==> src/rtl/gestor_necesidades.sv <==
// gestor_necesidades: per-channel need levels with tick-driven decay, care
// buttons, a NORMAL/TEST mode FSM, long-press test entry and soft reset.
// Optional feature macro SLEEP_REGEN_EN: adds a sleep FSM that freezes
// decay of the energy channel and regenerates it while asleep.
module gestor_necesidades #(
  parameter int N_NEEDS     = 5,
  parameter int LVL_W       = 3,
  parameter int LVL_INIT    = 6,
  parameter int THRESH      = 5,
  parameter int PER_W       = 10,
  parameter int HOLD_CYCLES = 250000000,
  parameter int ENERGY_IDX  = 2,
  parameter int REGEN_TICKS = 60
) (
  input  logic                       clk,
  input  logic                       rst,
  input  logic                       tick,
  input  logic [N_NEEDS*PER_W-1:0]   periodo,
  input  logic [N_NEEDS-1:0]         act,
  input  logic [N_NEEDS-1:0]         boost,
  input  logic                       sleep_req,
  input  logic                       wake_block,
  input  logic                       test_btn,
  input  logic                       reset_btn,
  input  logic [N_NEEDS*LVL_W-1:0]   test_lvls,
  output logic [N_NEEDS*LVL_W-1:0]   niveles,
  output logic [N_NEEDS-1:0]         alerta,
  output logic                       dormido,
  output logic                       modo_test
);
  localparam int LVL_MAX = (1 << LVL_W) - 1;
  localparam int SW      = LVL_W + 2;
  localparam int HW      = $clog2(HOLD_CYCLES + 1);
  localparam logic [HW-1:0]    HOLD_LAST  = HW'(HOLD_CYCLES - 1);
  localparam logic [HW-1:0]    HOLD_SAT   = HW'(HOLD_CYCLES);
  localparam logic [LVL_W-1:0] LVL_MAX_L  = LVL_W'(LVL_MAX);
  localparam logic [LVL_W-1:0] LVL_INIT_L = LVL_W'(LVL_INIT);
  localparam logic [LVL_W-1:0] THR_L      = LVL_W'(THRESH);

  typedef enum logic {NORMAL, TEST} mode_t;

  mode_t r_mode, w_mode_nx;

  logic                 r_tick_q, r_sleep_q, r_test_q;
  logic [N_NEEDS-1:0]   r_act_q;
  logic [HW-1:0]        r_test_hold, r_rst_hold;

  logic                 w_tick_ev, w_test_ev, w_test_long, w_srst, w_load;
  logic                 w_normal, w_asleep, w_regen_step;
  logic [N_NEEDS-1:0]   w_act_ev;

  logic [N_NEEDS-1:0][PER_W-1:0] w_per;
  logic [N_NEEDS-1:0][LVL_W-1:0] w_tl;
  logic [N_NEEDS-1:0][LVL_W-1:0] w_lvl;

  assign w_per = periodo;
  assign w_tl  = test_lvls;

  assign w_tick_ev = tick & ~r_tick_q;
  assign w_test_ev = test_btn & ~r_test_q;
  assign w_act_ev  = act & ~r_act_q;

  // A long press fires exactly once, on the clock that completes HOLD_CYCLES
  assign w_test_long = test_btn  && (r_test_hold == HOLD_LAST);
  assign w_srst      = reset_btn && (r_rst_hold  == HOLD_LAST);

  assign w_normal  = (r_mode == NORMAL);
  assign w_load    = (r_mode == TEST) && w_test_ev;
  assign modo_test = (r_mode == TEST);
  assign niveles   = w_lvl;

  // Previous-value registers for rising-edge detection
  always_ff @(posedge clk) begin
    if (rst || w_srst) begin
      r_tick_q  <= 1'b0;
      r_sleep_q <= 1'b0;
      r_test_q  <= 1'b0;
      r_act_q   <= '0;
    end else begin
      r_tick_q  <= tick;
      r_sleep_q <= sleep_req;
      r_test_q  <= test_btn;
      r_act_q   <= act;
    end
  end

  // test_btn hold counter: clears on release, saturates while held
  always_ff @(posedge clk) begin
    if (rst || w_srst || !test_btn) r_test_hold <= '0;
    else if (r_test_hold != HOLD_SAT) r_test_hold <= r_test_hold + 1'b1;
  end

  // reset_btn hold counter: the soft reset leaves it saturated so a held
  // button cannot fire again until it is released
  always_ff @(posedge clk) begin
    if (rst || !reset_btn) r_rst_hold <= '0;
    else if (r_rst_hold != HOLD_SAT) r_rst_hold <= r_rst_hold + 1'b1;
  end

  // Mode FSM state register
  always_ff @(posedge clk) begin
    if (rst) r_mode <= NORMAL;
    else     r_mode <= w_mode_nx;
  end

  // Mode FSM next state: long press enters TEST, only a reset leaves it
  always_comb begin
    w_mode_nx = r_mode;
    case (r_mode)
      NORMAL:  if (w_test_long) w_mode_nx = TEST;
      TEST:    w_mode_nx = TEST;
      default: w_mode_nx = NORMAL;
    endcase
    if (w_srst) w_mode_nx = NORMAL;
  end

`ifdef SLEEP_REGEN_EN
  localparam int RW = (REGEN_TICKS > 1) ? $clog2(REGEN_TICKS) : 1;
  localparam logic [RW-1:0] RLAST = RW'(REGEN_TICKS - 1);

  typedef enum logic {DESPIERTO, DORMIDO} sleep_t;

  sleep_t        r_sleep, w_sleep_nx;
  logic [RW-1:0] r_regen;
  logic          w_sleep_ev, w_others_ok;

  assign w_sleep_ev   = sleep_req & ~r_sleep_q;
  assign w_asleep     = (r_sleep == DORMIDO);
  assign w_regen_step = w_asleep && w_tick_ev && w_normal && (r_regen == RLAST);
  assign dormido      = w_asleep;

  // True when every non-energy channel is at or above the healthy threshold
  always_comb begin
    w_others_ok = 1'b1;
    for (int i = 0; i < N_NEEDS; i++)
      if (i != ENERGY_IDX && w_lvl[i] < THR_L) w_others_ok = 1'b0;
  end

  // Sleep FSM next state
  always_comb begin
    w_sleep_nx = r_sleep;
    case (r_sleep)
      DESPIERTO: if (w_sleep_ev && w_normal && !wake_block && w_others_ok)
                   w_sleep_nx = DORMIDO;
      DORMIDO:   if (wake_block || !w_others_ok || w_lvl[ENERGY_IDX] == LVL_MAX_L)
                   w_sleep_nx = DESPIERTO;
      default:   w_sleep_nx = DESPIERTO;
    endcase
    if (w_load || w_srst) w_sleep_nx = DESPIERTO;
  end

  // Sleep FSM state register
  always_ff @(posedge clk) begin
    if (rst) r_sleep <= DESPIERTO;
    else     r_sleep <= w_sleep_nx;
  end

  // Regeneration tick counter, cleared whenever the block is (or goes) awake
  always_ff @(posedge clk) begin
    if (rst || w_sleep_nx == DESPIERTO) r_regen <= '0;
    else if (w_asleep && w_tick_ev && w_normal)
      r_regen <= (r_regen == RLAST) ? '0 : r_regen + 1'b1;
  end
`else
  logic w_unused_sleep;
  assign w_unused_sleep = &{1'b0, r_sleep_q, wake_block};
  assign w_asleep       = 1'b0;
  assign w_regen_step   = 1'b0;
  assign dormido        = 1'b0;
`endif

  for (genvar i = 0; i < N_NEEDS; i++) begin : g_ch
    localparam bit IS_E = (i == ENERGY_IDX);

    logic [LVL_W-1:0] r_lvl;
    logic [PER_W-1:0] r_cnt;
    logic             w_frz, w_due, w_dec, w_act_ok, w_regen;
    logic [1:0]       w_inc;
    logic [SW-1:0]    w_up, w_dn;
    logic [LVL_W-1:0] w_new;

    // Energy neither decays nor advances its decay counter while asleep
    assign w_frz    = IS_E && w_asleep;
    assign w_due    = (w_per[i] != '0) && (r_cnt >= w_per[i] - PER_W'(1));
    assign w_dec    = w_tick_ev && w_normal && w_due && !w_frz;
    assign w_act_ok = w_act_ev[i] && w_normal && !w_asleep;
    assign w_inc    = w_act_ok ? (boost[i] ? 2'd2 : 2'd1) : 2'd0;
    assign w_regen  = IS_E && w_regen_step;

    // Increment first in a wider word, then decrement with floor and clamp
    assign w_up  = {2'b00, r_lvl} + SW'(w_inc) + SW'(w_regen);
    assign w_dn  = !w_dec ? w_up : ((w_up == '0) ? '0 : w_up - 1'b1);
    assign w_new = (w_dn > SW'(LVL_MAX)) ? LVL_MAX_L : w_dn[LVL_W-1:0];

    assign w_lvl[i]  = r_lvl;
    assign alerta[i] = (r_lvl < THR_L);

    // Level and decay counter for this channel
    always_ff @(posedge clk) begin
      if (rst || w_srst) begin
        r_lvl <= LVL_INIT_L;
        r_cnt <= '0;
      end else if (w_load) begin
        r_lvl <= w_tl[i];
      end else begin
        r_lvl <= w_new;
        if (w_act_ok)
          r_cnt <= '0;
        else if (w_tick_ev && w_normal && !w_frz)
          r_cnt <= (w_per[i] == '0 || w_due) ? '0 : r_cnt + 1'b1;
      end
    end
  end

endmodule

==> config.mk <==
export PLATFORM = sky130hd
export DESIGN_NAME = gestor_necesidades
export DESIGN_NICKNAME = d
export VERILOG_FILES = /design/src/rtl/gestor_necesidades.sv
export SDC_FILE = /design/constraint.sdc
export NUM_CORES = 1
export LEC_CHECK = 0
export ABC_AREA = 1
export BUFFER_PORTS_ARGS = -buffer_cell sky130_fd_sc_hd__buf_2
export CAP_MARGIN = 40
export CORE_UTILIZATION = 50
export CTS_CLUSTER_DIAMETER = 50
export CTS_CLUSTER_SIZE = 16
export DETAILED_ROUTE_END_ITERATION = 6
export PLACE_DENSITY_LB_ADDON = 0.25
export SYNTH_ARGS = -nofsm -noshare
export SYNTH_HDL_FRONTEND = slang
export SYNTH_SLANG_ARGS = --single-unit
==> constraint.sdc <==
create_clock -name clk -period 8.8 [get_ports clk]
set_input_delay 2.64 -clock clk [delete_from_list [all_inputs] [get_ports clk]]
set_output_delay 2.64 -clock clk [all_outputs]
set_load 0.01 [all_outputs]
==> summary.txt <==
==============================================================================
Post-synthesis cell count .......................................         1412
Area inside the core boundary ...................................   18000 um^2
CTS HTree Levels ................................................            4
Number of sinks handled by clock tree synthesis .................          129
Netlist area before placement ...................................    9170 um^2
Shortest period the worst path allows ...........................      4.82 ns
Antenna violations before repair ................................            1
DRC violation total after the first TritonRoute iteration .......          456
Post-synthesis register bit count ...............................          129
Total power per unit cell area ..................................  143 nW/um^2
Pin count of the biggest net entering global routing ............           30
HPWL Detailed ...................................................     16100 um
Insertion delay to the later sink of the worst-skew pair ........      0.42 ns
Hold-fix buffer count after cts .................................            0
Number of buffers created by CTS ................................           17
Post-detailed-route DRC marker count ............................            0
Starting density of the core ....................................        0.510
Top fanout value on the critical path ...........................           10
Width of the chip ...............................................       137 um
Cts repair resizes ..............................................            0
Overall die area ................................................   18900 um^2
Post-synthesis adder-cell area fraction .........................        0.112
Final setup viols ...............................................            0
Setup TNS .......................................................         0 ns
Max IR drop VDD .................................................       129 uV
Input/output buffers ............................................          100
Final Cycle Share ...............................................        0.548
Reported max-cap violation count ................................            0
Cell Rows .......................................................           49
Largest family of logic cells by synthesized area ............... simple AND/OR/NAND/NOR gates
Setup repair after global routing missed its margin .............           no
Mean instance size in the synthesized netlist ...................    6.49 um^2
Least-Margin Pin Slew ...........................................     0.643 ns
Leading cell type in the layout, fill and taps excluded .........      nand2_1
Overall power consumption .......................................    0.00149 W
Post-synthesis to final-layout area growth ......................        13.6%
Share of the yosys chip area belonging to registers .............        0.282
Detail Route Antenna Nets .......................................            0
Type of the tightest min-delay check ............................   reg -> reg
Number of distinct library cells after synthesis ................           40
Crit end category ...............................................    flip-flop
Upper clock frequency limit .....................................      208 MHz
Syn. warnings ...................................................            0
Required time of the worst setup path ...........................      9.15 ns
Final hold violation count ......................................            0
Type of element launching the critical path ..................... primary input
Clock buffer depth ..............................................            2
Vias post-DR ....................................................         8792
Vias per cell ...................................................         5.00
Run status ...................................................... finished clean
Static leakage power ............................................      4.78 nW
Routability congestion estimate .................................        0.878
Worst setup path category .......................................    in -> reg
Most frequent cells in the layout ............................... nand2_1, inv_1, nor2_1, dfxtp_1, buf_2
Clock root buffer ...............................................    clkbuf_16
Share of synthesized cell area in and, or, nand and nor gates ...        0.352
Number of primary I/O pins ......................................          104
Net count of the mapped netlist .................................         1573
Number of iterations in the first detailed-routing pass .........            5
Post-CTS setup repair buffer count ..............................            0
Number of max-slew violations in the final report ...............            0
First-pass GRT wire length ......................................     34200 um
Routed wirelength normalized by instance count ..................      11.7 um
TritonCTS clock tree ............................................         done
Multi-input logic area ..........................................    5670 um^2
Global-route total usage across every layer .....................        0.227
Synthesized-area fraction occupied by ao, oa, aoi and oai cells .       0.0931
Final #Nets .....................................................         1681
Sequential standard cell area ...................................    2580 um^2
Grt total ovfl ..................................................            0
Data arrival time of the critical path ..........................      5.16 ns
Vias in the first global route ..................................         7653
Total Routed Length .............................................     20500 um
Worst clock skew on the final layout ............................   0.00742 ns
Clock Pin Slew Worst Setup and Hold Paths .......................      0.05 ns
Diodes inserted .................................................            0
Synth Area in XOR/XNOR ..........................................       0.0592
Worst slew slack as a fraction of its limit .....................        0.570
Share of cells above drive strength 1 ...........................        0.112
Filler instances ................................................         1750
Chip height .....................................................       137 um
Multiplexer share of the synthesized area .......................      0.00109
==============================================================================
-- area by class of cell --
cell class                      instances  share of cell area
Clock buffer                           22              0.0446
Clock inverter                          7             0.00601
Inverter                              224              0.0807
Multi-Input combinational cell       1047               0.545
Sequential cell                       129               0.248
Tap cell                              229              0.0275
Timing Repair Buffer                  101              0.0488
-- per-layer routing --
| metal | wire length [um] | vias to the layer above | track usage | part of all wire |
|---|---|---|---|---|
| met4 | 370 | 0 | 0.0769 | 0.018 |
| met5 | 0 | - | 0 | 0 |
| li1 | - | 4727 | - | - |
| met2 | 8940 | 166 | 0.366 | 0.44 |
| met3 | 819 | 32 | 0.0361 | 0.040 |
| met1 | 10400 | 3867 | 0.305 | 0.51 |
-- power breakdown --
part,switching (W),internal [W],leakage [nW],total [W]
Combinational,0.000141,0.0000894,3.47,0.000231
Sequential,0.0000181,0.000601,1.05,0.000619
Clock,0.000244,0.000395,0.261,0.000638
Total,0.000403,0.00109,4.78,0.00149
-- worst max-delay path, stage by stage --
cell,delay [ns]
buf_2,0.11
nor2_1,0.08
nand2_1,0.08
nor3_1,0.24
nand3_1,0.16
nor3_1,0.20
xor2_1,0.18
ha_1,0.26
nand2_1,0.09
nor2_1,0.07
nand2_1,0.07
nand2_1,0.04
nand2_1,0.05
nand3_1,0.20
nor2_1,0.15
nand2_1,0.06
nand2_1,0.05
nand2_1,0.21
a21oi_1,0.20
-- state kept, by name, indices dropped and copies added (netlist names) --
name	cells
g_ch.r_cnt	50
r_test_q	1
r_rst_hold	28
r_act_q	5
g_ch.r_lvl	15
r_test_hold	28
modo_test	1
r_tick_q	1
-- kinds of logic (layout without fill, tap and decap cells) --
| family | count (synthesis) | count (layout) |
|---|---|---|
| xor+xnor | 62 | 62 |
| mux | 1 | 1 |
| compound gates | 159 | 159 |
| buf+inv | 236 | 354 |
| simple gates | 745 | 745 |
| fa+ha+maj | 79 | 79 |
| flops | 129 | 129 |
| other cells | 1 | 1 |
-- cell usage after synthesis --
cell | number | area share
nand2_1 | 299 | 0.12
inv_1 | 220 | 0.090
nor2_1 | 217 | 0.089
dfxtp_1 | 129 | 0.28
nand3_1 | 92 | 0.050
a21oi_1 | 83 | 0.045
ha_1 | 74 | 0.10
nor3_1 | 54 | 0.029
o21ai_0 | 52 | 0.028
xor2_1 | 43 | 0.041
nand4_1 | 28 | 0.019
xnor2_1 | 19 | 0.018
or2_2 | 16 | 0.011
nand2_2 | 13 | 0.0089
a21o_1 | 7 | 0.0057
fa_1 | 5 | 0.011
nor4_1 | 5 | 0.0034
buf_2 | 4 | 0.0022
inv_2 | 4 | 0.0016
o21a_1 | 4 | 0.0033
o22ai_1 | 4 | 0.0027
or2_0 | 4 | 0.0027
a31oi_1 | 3 | 0.0020
buf_6 | 3 | 0.0037
clkbuf_1 | 3 | 0.0012
nor2_2 | 3 | 0.0020
nor3_2 | 3 | 0.0033
nor3b_1 | 3 | 0.0025
o31ai_1 | 3 | 0.0025
buf_4 | 2 | 0.0016
nand3b_1 | 2 | 0.0016
nor2_4 | 2 | 0.0025
or3_1 | 2 | 0.0014
a21oi_4 | 1 | 0.0018
conb_1 | 1 | 0.00041
mux2i_1 | 1 | 0.0011
nor3_4 | 1 | 0.0018
nor3b_2 | 1 | 0.0014
o21ai_1 | 1 | 0.00055
o21bai_1 | 1 | 0.00082
-- per-stage QoR --
step | hold slack, ns | util | worst slack [ns] | instances | cell area [um^2]
floorplan | 0.441 | - | 4.08 | 1412 | 9170
global placement | 0.462 | 0.551 | 3.54 | 1730 | 9890
detailed placement | 0.461 | 0.551 | 3.53 | 1730 | 9890
CTS | 0.470 | 0.580 | 3.96 | 1759 | 10400
global route | 0.508 | 0.580 | 3.59 | 1759 | 10400
finish | 0.464 | 0.580 | 3.98 | 1759 | 10400
-- worst paths after layout --
path                                      from          endpoint  slack [ns]  cells after the start
worst max-delay path               periodo[12]  g_ch[1].r_cnt[1]        3.98                     19
worst min-delay path            r_rst_hold[17]    r_rst_hold[17]        0.46                      2
worst max register to register       modo_test  g_ch[0].r_lvl[0]        6.31                     13
worst min register to register  r_rst_hold[17]    r_rst_hold[17]        0.46                      2
(Power assumes the default switching activity.)
